### config.mk
export PLATFORM = sky130hd
export DESIGN_NAME = imem_loader_flat
export DESIGN_NICKNAME = d
export VERILOG_FILES = /design/src/rtl/imem_loader_if.sv /design/src/rtl/imem_loader.sv /design/src/flat_wrapper.sv
export SDC_FILE = /design/constraint.sdc
export NUM_CORES = 1
export LEC_CHECK = 0
export CAP_MARGIN = 20
export CORE_ASPECT_RATIO = 1.5
export CORE_MARGIN = 4
export CORE_UTILIZATION = 54
export CTS_BUF_LIST = sky130_fd_sc_hd__clkbuf_4
export DETAILED_ROUTE_END_ITERATION = 16
export GPL_TIMING_DRIVEN = 0
export HOLD_SLACK_MARGIN = 0.15
export PLACE_DENSITY = 0.81
export SYNTH_ARGS = -nofsm -noshare
export SYNTH_HDL_FRONTEND = slang
export SYNTH_SLANG_ARGS = --single-unit
### constraint.sdc
create_clock -name clk -period 3.58 [get_ports clk]
set_clock_uncertainty 0.2 [all_clocks]
set_input_delay 0.537 -clock clk [delete_from_list [all_inputs] [get_ports clk]]
set_output_delay 0.537 -clock clk [all_outputs]
set_load 0.005 [all_outputs]
### src/rtl/imem_loader_if.sv
// Host load stream between the program source and imem_loader.
//   load_valid  host word valid
//   load_ready  loader can accept a word
//   load_data   9-bit machine word
//   load_last   final word of the program
// master: host side; slave: loader side.
interface imem_loader_if #(
    parameter int unsigned INSTR_W = 9
);
    logic               load_valid;
    logic               load_ready;
    logic [INSTR_W-1:0] load_data;
    logic               load_last;

    modport master (
        output load_valid,
        output load_data,
        output load_last,
        input  load_ready
    );

    modport slave (
        input  load_valid,
        input  load_data,
        input  load_last,
        output load_ready
    );
endinterface

### src/rtl/imem_loader.sv
// Program loader and run sequencer for the single-cycle 9-bit core.
// Streams machine words from the host into instruction memory starting at
// address 0, releases the core from its start reset, waits for done and
// reports program length, run cycle count and error status.
//
// Ports:
//   clk, reset            clock; asynchronous active-low reset
//   host (slave)          load_valid/load_ready/load_data/load_last stream
//   imem_wr_en/addr/data  registered instruction-memory write port
//   core_start            high holds the core in reset
//   core_done             core finished, sampled only while running
//   busy                  loader not idle
//   complete              one-cycle pulse when a run ends
//   prog_len              number of words loaded
//   run_cycles            cycles spent running (saturating)
//   err_overflow          program truncated at 2^ADDR_W words
//   err_timeout           run aborted after TIMEOUT cycles
module imem_loader #(
    parameter int unsigned ADDR_W    = 10,
    parameter int unsigned INSTR_W   = 9,
    parameter int unsigned START_CYC = 2,
    parameter logic [15:0] TIMEOUT   = 16'hFFFF
) (
    input  logic               clk,
    input  logic               reset,
    imem_loader_if.slave       host,
    output logic               imem_wr_en,
    output logic [ADDR_W-1:0]  imem_wr_addr,
    output logic [INSTR_W-1:0] imem_wr_data,
    output logic               core_start,
    input  logic               core_done,
    output logic               busy,
    output logic               complete,
    output logic [ADDR_W:0]    prog_len,
    output logic [15:0]        run_cycles,
    output logic               err_overflow,
    output logic               err_timeout
);

    typedef enum logic [2:0] {
        S_IDLE,
        S_LOAD,
        S_START,
        S_RUN,
        S_DONE
    } state_t;

    localparam logic [15:0] START_LAST = 16'(START_CYC - 1);

    state_t              state;
    state_t              state_d;
    logic [ADDR_W-1:0]   wr_ptr;
    logic [ADDR_W-1:0]   eff_ptr;
    logic [15:0]         start_cnt;
    logic [15:0]         run_inc;
    logic                accept;
    logic                first_word;
    logic                ovf_hit;
    logic                last_word;
    logic                timeout_hit;

    // The first accept always writes address 0, whatever the pointer holds.
    assign first_word  = (state == S_IDLE);
    assign eff_ptr     = first_word ? '0 : wr_ptr;
    assign accept      = host.load_valid & host.load_ready;
    assign ovf_hit     = accept & ~host.load_last & (eff_ptr == '1);
    assign last_word   = accept & (host.load_last | (eff_ptr == '1));
    assign run_inc     = (run_cycles == 16'hFFFF) ? run_cycles : run_cycles + 16'd1;
    assign timeout_hit = (run_inc >= TIMEOUT);

    always_ff @(posedge clk or negedge reset) begin
        if (!reset) begin
            state <= S_IDLE;
        end else begin
            state <= state_d;
        end
    end

    always_comb begin
        state_d         = state;
        host.load_ready = 1'b0;
        core_start      = 1'b1;
        complete        = 1'b0;
        case (state)
            S_IDLE: begin
                host.load_ready = 1'b1;
                if (accept) begin
                    state_d = last_word ? S_START : S_LOAD;
                end
            end
            S_LOAD: begin
                host.load_ready = 1'b1;
                if (last_word) begin
                    state_d = S_START;
                end
            end
            S_START: begin
                if (start_cnt == START_LAST) begin
                    state_d = S_RUN;
                end
            end
            S_RUN: begin
                core_start = 1'b0;
                if (core_done || timeout_hit) begin
                    state_d = S_DONE;
                end
            end
            S_DONE: begin
                core_start = 1'b0;
                complete   = 1'b1;
                state_d    = S_IDLE;
            end
            default: begin
                state_d = S_IDLE;
            end
        endcase
    end

    always_ff @(posedge clk or negedge reset) begin
        if (!reset) begin
            imem_wr_en   <= 1'b0;
            imem_wr_addr <= '0;
            imem_wr_data <= '0;
            wr_ptr       <= '0;
            start_cnt    <= '0;
            busy         <= 1'b0;
            prog_len     <= '0;
            run_cycles   <= '0;
            err_overflow <= 1'b0;
            err_timeout  <= 1'b0;
        end else begin
            busy       <= (state_d != S_IDLE);
            imem_wr_en <= accept;

            if (accept) begin
                imem_wr_addr <= eff_ptr;
                imem_wr_data <= host.load_data;
                wr_ptr       <= eff_ptr + 1'b1;
                prog_len     <= first_word ? (ADDR_W+1)'(1) : prog_len + 1'b1;
            end

            // A new program clears the previous run's status; overflow can
            // only arise on the first word when the address space is 1 deep.
            if (accept && first_word) begin
                run_cycles   <= '0;
                err_timeout  <= 1'b0;
                err_overflow <= ovf_hit;
            end else if (ovf_hit) begin
                err_overflow <= 1'b1;
            end

            if (state == S_START) begin
                start_cnt <= start_cnt + 16'd1;
            end else begin
                start_cnt <= '0;
            end

            if (state == S_RUN) begin
                run_cycles <= run_inc;
                // done in the same cycle as the timeout takes precedence
                if (!core_done && timeout_hit) begin
                    err_timeout <= 1'b1;
                end
            end
        end
    end

endmodule

### src/flat_wrapper.sv
// flat-port wrapper written by rule: the top's interface ports become plain ports
module imem_loader_flat 
#(
    parameter int unsigned ADDR_W    = 10,
    parameter int unsigned INSTR_W   = 9,
    parameter int unsigned START_CYC = 2,
    parameter logic [15:0] TIMEOUT   = 16'hFFFF
)
  (clk, reset, imem_wr_en, imem_wr_addr, imem_wr_data, core_start, core_done, busy, complete, prog_len, run_cycles, err_overflow, err_timeout, host_load_valid, host_load_data, host_load_last, host_load_ready);
  imem_loader_if #(.INSTR_W(INSTR_W)) host_i ();
  input  logic clk;
  input  logic reset;
  output logic imem_wr_en;
  output logic [ADDR_W-1:0] imem_wr_addr;
  output logic [INSTR_W-1:0] imem_wr_data;
  output logic core_start;
  input  logic core_done;
  output logic busy;
  output logic complete;
  output logic [ADDR_W:0] prog_len;
  output logic [15:0] run_cycles;
  output logic err_overflow;
  output logic err_timeout;
  input wire logic [$bits(host_i.load_valid)-1:0] host_load_valid;
  input wire logic [$bits(host_i.load_data)-1:0] host_load_data;
  input wire logic [$bits(host_i.load_last)-1:0] host_load_last;
  output wire logic [$bits(host_i.load_ready)-1:0] host_load_ready;
  assign host_i.load_valid = host_load_valid;
  assign host_i.load_data = host_load_data;
  assign host_i.load_last = host_load_last;
  assign host_load_ready = host_i.load_ready;
  imem_loader #(.ADDR_W(ADDR_W), .INSTR_W(INSTR_W), .START_CYC(START_CYC), .TIMEOUT(TIMEOUT)) u_core (.clk(clk), .reset(reset), .host(host_i), .imem_wr_en(imem_wr_en), .imem_wr_addr(imem_wr_addr), .imem_wr_data(imem_wr_data), .core_start(core_start), .core_done(core_done), .busy(busy), .complete(complete), .prog_len(prog_len), .run_cycles(run_cycles), .err_overflow(err_overflow), .err_timeout(err_timeout));
endmodule
### After elaboration in Yosys (flattened, before gate mapping)

Cells that the tools add are included.

* output and inout port bits: 53
* flip-flop bits (word level): 79
* input bits: 14

* reductions and logical operators: 10
* muxes and demuxes: 20
* equality and inequality tests: 7
* add/sub/neg operators: 4
* $lt $le $gt $ge: 1
* bitwise operators: 6

Operator list (number)
* $mux 16: 4
* $add 16x1->16 const B: 2
* $eq 16x1->1 const B: 1
* $eq 16x16->1 const B: 1
* $ge 16x16->1 const B: 1
* $mux 3: 4
* $pmux 3 s4: 1
* $add 11x1->11 const B: 1
* $mux 11: 1
* $add 10x1->10 const B: 1
* $eq 10x10->1 const B: 1
* $mux 10: 1
* $mux 1: 8
* $eq 3x2->1 const B: 2
* $and 1x1->1: 4
* $reduce_bool 2->1: 2
* $reduce_or 2->1: 2
* $eq 3x1->1 const B: 1
* $eq 3x3->1 const B: 1
* $logic_not 3->1: 1
* $reduce_bool 3->1: 1
* $logic_and 1x1->1: 2
* $mux 2: 1
* $logic_not 1->1: 1
* 3 further kinds: 3

### Logic depth before layout (Yosys ltp)

* depth after elaboration: 9
* mapped depth: 9

### Worst setup path after synthesis

OpenSTA, ideal clock, no wires.

* kind: register -> register
* start point: reg u_core.run_cycles[0]
* end point: reg u_core.err_timeout
* stages on the path, launching flop included: 9
* slack: 1.031 ns
* data required time: 3.259 ns
* arrival time: 2.228 ns
* library setup time: 0.121 ns
* period minus slack after synthesis: 2.549 ns
* path through: dfrtp_1 > ha_1 > nand3_2 > or4_1 > buf_2 > o221ai_1 > a2111oi_1 > and4_4 > a22o_1

* longest elaborated chain between the ends: 6

RTL lines
* start, declared: line imem_loader.sv:35 `output logic [15:0] run_cycles,`
* start signal, assigned: line imem_loader.sv:159 `run_cycles <= run_inc;`
* $add 16x1->16 or $eq 16x16->1 (tied branches): line imem_loader.sv:68 `assign run_inc = (run_cycles == 16'hFFFF) ? run_cycles : run_cycles + 16'd1;`
* $mux 16 (*): line imem_loader.sv:68
* $ge 16x16->1 (*): line imem_loader.sv:69 `assign timeout_hit = (run_inc >= TIMEOUT);`
* $logic_and 1x1->1 (*): line imem_loader.sv:161 `if (!core_done && timeout_hit) begin`
* $mux 1 (*): line imem_loader.sv:161
* $mux 1 (*): line imem_loader.sv:158 `if (state == S_RUN) begin`
* end signal, assigned: line imem_loader.sv:130 `err_timeout <= 1'b0;`
* end signal, assigned: line imem_loader.sv:146 `err_timeout <= 1'b0;`
* end signal, assigned: line imem_loader.sv:162 `err_timeout <= 1'b1;`
* end, declared: line imem_loader.sv:37 `output logic err_timeout`

Every way passes the cells marked *; elsewhere a longest branch is shown, timed or not.
A chain may end at the register's enable or synchronous reset.

### Worst setup path after layout

* start point: reg u_core.run_cycles[0]
* end point: reg u_core.state[1]

* longest elaborated chain between the ends: 6

RTL lines
* $add 16x1->16 or $eq 16x16->1 (tied branches): line imem_loader.sv:68
* $mux 16 (*): line imem_loader.sv:68
* $ge 16x16->1 (*): line imem_loader.sv:69
* $logic_or 1x1->1 (*): line imem_loader.sv:104 `if (core_done || timeout_hit) begin`
* $mux 3 (*): line imem_loader.sv:104
* $pmux 3 s4 (*): line imem_loader.sv:84 `case (state)`
* named net u_core.state_d[1]: line imem_loader.sv:51 `state_t state_d;`
* end signal, assigned: line imem_loader.sv:75 `state <= state_d;`
* end, declared: line imem_loader.sv:50 `state_t state;`

The timed path passes the listed nets; every way through them passes the cells marked *.

==> results by group <==
Global routing
  • Grt ovf: 0
  • Overall routing resource usage: 0.2354
  • First-pass GRT wire length: 16,700 um
  • Initial antenna violation count: 0
  • Largest net degree at the start of global routing: 65
  • Vias in the first global route: 3,571

Final layout
  • Commonest cells after routing, fill and taps aside: nand2_1, dfrtp_1, clkdlybuf4s50_1
  • Most common cell after layout, fill and taps aside: nand2_1
  • Reg area: 0.001977 sq mm
  • Antenna cells: 0
  • Layout cells sized above 1: 0.07634
  • Non-Filler Instances: 624
  • Area of the multi-input gates: 0.001907 sq mm
  • Synth-to-Final Area Change: 24.45%
  • Fillers: 603
  • Net count, final: 538

Logic synthesis
  • Unique masters post-synth: 54
  • Top post-synthesis cells by area: dfrtp_1, nand2_1, xor2_1
  • Yosys reg bits: 79
  • Top cell type by total area after synthesis: dfrtp_1
  • Register area share after synthesis: 0.4908
  • Post-synthesis average cell area: 9.154 sq um
  • Post-Syn Instances: 440
  • YS warnings: 0
  • Number of synthesized flops with an enable pin: 0
  • Main synth FF type: dfrtp_1
  • Mapped Area: 0.004028 sq mm
  • Synth top area share: 0.4908
  • Net count after synthesis: 459
  • Post-synth ARST share: 1.000

Power
  • Clock group share of total power: 0.240
  • NetSw: 879.6 uW
  • Reg power frac: 0.442
  • Power Dens Cells: 509.7 mW/mm^2
  • Worst IR Drop VDD: 0.0003180 V
  • Static leakage: 2.139 nW
  • Total power draw: 2.555 mW
  • Pint: 1.675 mW
  • Comb pwr share: 0.318
  • Net Sw Frac: 0.3443

Place
  • Port buffer count: 66
  • Placed Cells: 607
  • DP Wirelength: 7350 um
  • RePlAce Congestion: 0.9200

Floorplan
  • Die X: 78.52 um
  • Die area: 0.008933 sq mm
  • Die height: 113.8 um
  • I/O pin cnt: 67
  • Core ar.: 0.007227 sq mm
  • Row count: 38
  • Initial Util: 0.5573

Worst setup path
  • Critical path buffers and inverters: 0
  • Largest stage delay on the critical path: 0.66 ns
  • Crit-path max FO: 10
  • Critical path capture point type: flip-flop
  • Critical path depth: 7
  • Family with the most delay on the worst path: simple AND/OR/NAND/NOR gates
  • Critical path, cell by cell: ha_1 -> nand3_2 -> nor4_4 -> nand2_1 -> a2111oi_1 -> and4_4 -> o211ai_1
  • Critical path arrival: 3.18 ns
  • Slowest cell on crit path: nor4_4
  • CP Data Required Time: 3.67 ns
  • CP Launch Type: flip-flop
  • Crit Path Category: flip-flop to flip-flop
  • R2r worst-path depth: 7

Timing
  • Slew Viols, Final: 0
  • Worst slew pin tran: 0.7059 ns
  • Slew HR: 0.5258
  • Setup violators final: 0
  • Hold Fails Final Rpt: 0
  • WHS: 0.2909 ns
  • RSZ-0062 raised after global routing: no
  • Fmax: 324.0 MHz
  • Tmin final: 3.086 ns
  • Final worst path period share: 0.8620
  • Setup TNS after final layout: 0 ns

Drt
  • Routed wl met3: 484 um
  • WL met2: 5378 um
  • Metal-1 WL: 3960 um
  • Antenna-violating nets left: 0
  • WL/cell: 16.16 um
  • Initial drt markers: 224
  • DR vias: 3,601
  • Uppermost layer routed: met4
  • # DRC: 0
  • Via density per instance: 5.771
  • Routed wire length: 10,090 um
  • First-pass DRT Iterations: 4

Clock tree
  • # clock sinks: 79
  • Cts bufs inserted: 9
  • Post_cts resized: 0
  • Root buffer cell: clkbuf_4
  • Maximum clock path buffer count: 2
  • CTS Hold Bufs: 1
  • # Post-CTS Setup Buffers: 0
  • Max H-tree Level: 3
  • CTS tree: built
  • Worst-path clk slew: 0.14 ns
  • Worst skew pair latency: 0.43 ns

Hold path
  • Path category of the worst min-delay check: primary input to async pin

Flow run
  • MaxCap Viol Count: 0

Status
  • Status: finished clean
[per-stage QoR]
stage	setup slack (ns)	instance area, sq um	util
floorplan	1.031	4028	-
global placement	-0.9336	4813	0.6660
detailed placement	0.5429	4838	0.6695
CTS	0.5166	5012	0.6936
global route	0.3911	5012	0.6936
finish	0.4940	5012	0.6936
[power groups by stage]
stage                     Clock (mW)  Combinational (mW)  Sequential (mW)
after floorplan                    0               0.422             1.14
after global placement             0               0.797             1.14
after detailed placement           0               0.817             1.15
after CTS                      0.618               0.823             1.13
after global routing           0.666               0.903             1.15
final                          0.614               0.812             1.13
[cells by family (layout without fill, tap and decap cells)]
family | count (synthesis) | after routing | share of synthesized area
XOR/XNOR | 25 | 25 | 0.05436
adder cells (fa/ha/maj) | 5 | 5 | 0.01553
buffers and inverters | 34 | 118 | 0.03572
multiplexers | 4 | 4 | 0.01056
AND/OR/NAND/NOR | 210 | 210 | 0.2634
AO/OA/AOI/OAI | 83 | 83 | 0.1295
flip-flops | 79 | 79 | 0.4908
[synthesized netlist by cell type, types with 3 or more instances]
cell,count
nor4_1,7
or3_1,7
ha_1,5
clkbuf_2,3
dfrtp_1,79
inv_1,9
nor2b_1,3
a31oi_1,6
a21oi_1,17
o21ai_0,32
xnor2_1,6
and3_1,9
nor3_1,17
o41ai_1,4
nand3_1,13
xor2_1,19
clkbuf_1,12
nand2_1,80
and4_1,5
a22o_1,9
buf_2,7
nand4_1,12
nor2_1,40
[layout make-up]
cell class                      count  share of cell area
Tap cell                          100             0.02496
Sequential cell                    79              0.3944
Buffer                             24             0.02122
Clock inverter                      7             0.01922
Clock buffer                        9             0.01348
Inverter                           10            0.007489
Timing Repair Buffer               68              0.1388
Multi-Input combinational cell    327              0.3804
[worst reg2reg max path, stage by stage, from the launching register on]
cell	delay, ns
dfrtp_1	0.51
ha_1	0.35
nand3_2	0.28
nor4_4	0.66
nand2_1	0.12
a2111oi_1	0.45
and4_4	0.30
o211ai_1	0.08
[path summary, 6_finish.rpt]
check	startpoint	end	slack (ns)
max	u_core.run_cycles[0]	u_core.state[1]	0.49
min	reset	u_core.imem_wr_addr[1]	0.29
max reg2reg	u_core.run_cycles[0]	u_core.state[1]	0.49
min reg2reg	u_core.imem_wr_data[2]	u_core.imem_wr_data[2]	0.29
max in group asynchronous	reset	u_core.prog_len[3]	2.29
min in group clk	u_core.imem_wr_data[2]	u_core.imem_wr_data[2]	0.29
[flip-flops by register name, indices dropped and copies added, names as in the netlist]
name                 cells
u_core.err_overflow      1
u_core.state             3
u_core.busy              1
u_core.imem_wr_data      9
u_core.err_timeout       1
u_core.imem_wr_en        1
u_core.prog_len         11
u_core.imem_wr_addr     10
u_core.run_cycles       16
u_core.wr_ptr           10
u_core.start_cnt        16
[routing by layer]
metal | track usage | vias up
met5 | 0 | -
met4 | 0.1202 | 0
met3 | 0.04107 | 21
met2 | 0.4044 | 122
met1 | 0.2808 | 1737
li1 | - | 1721
Power figures use the tool's default switching activity.
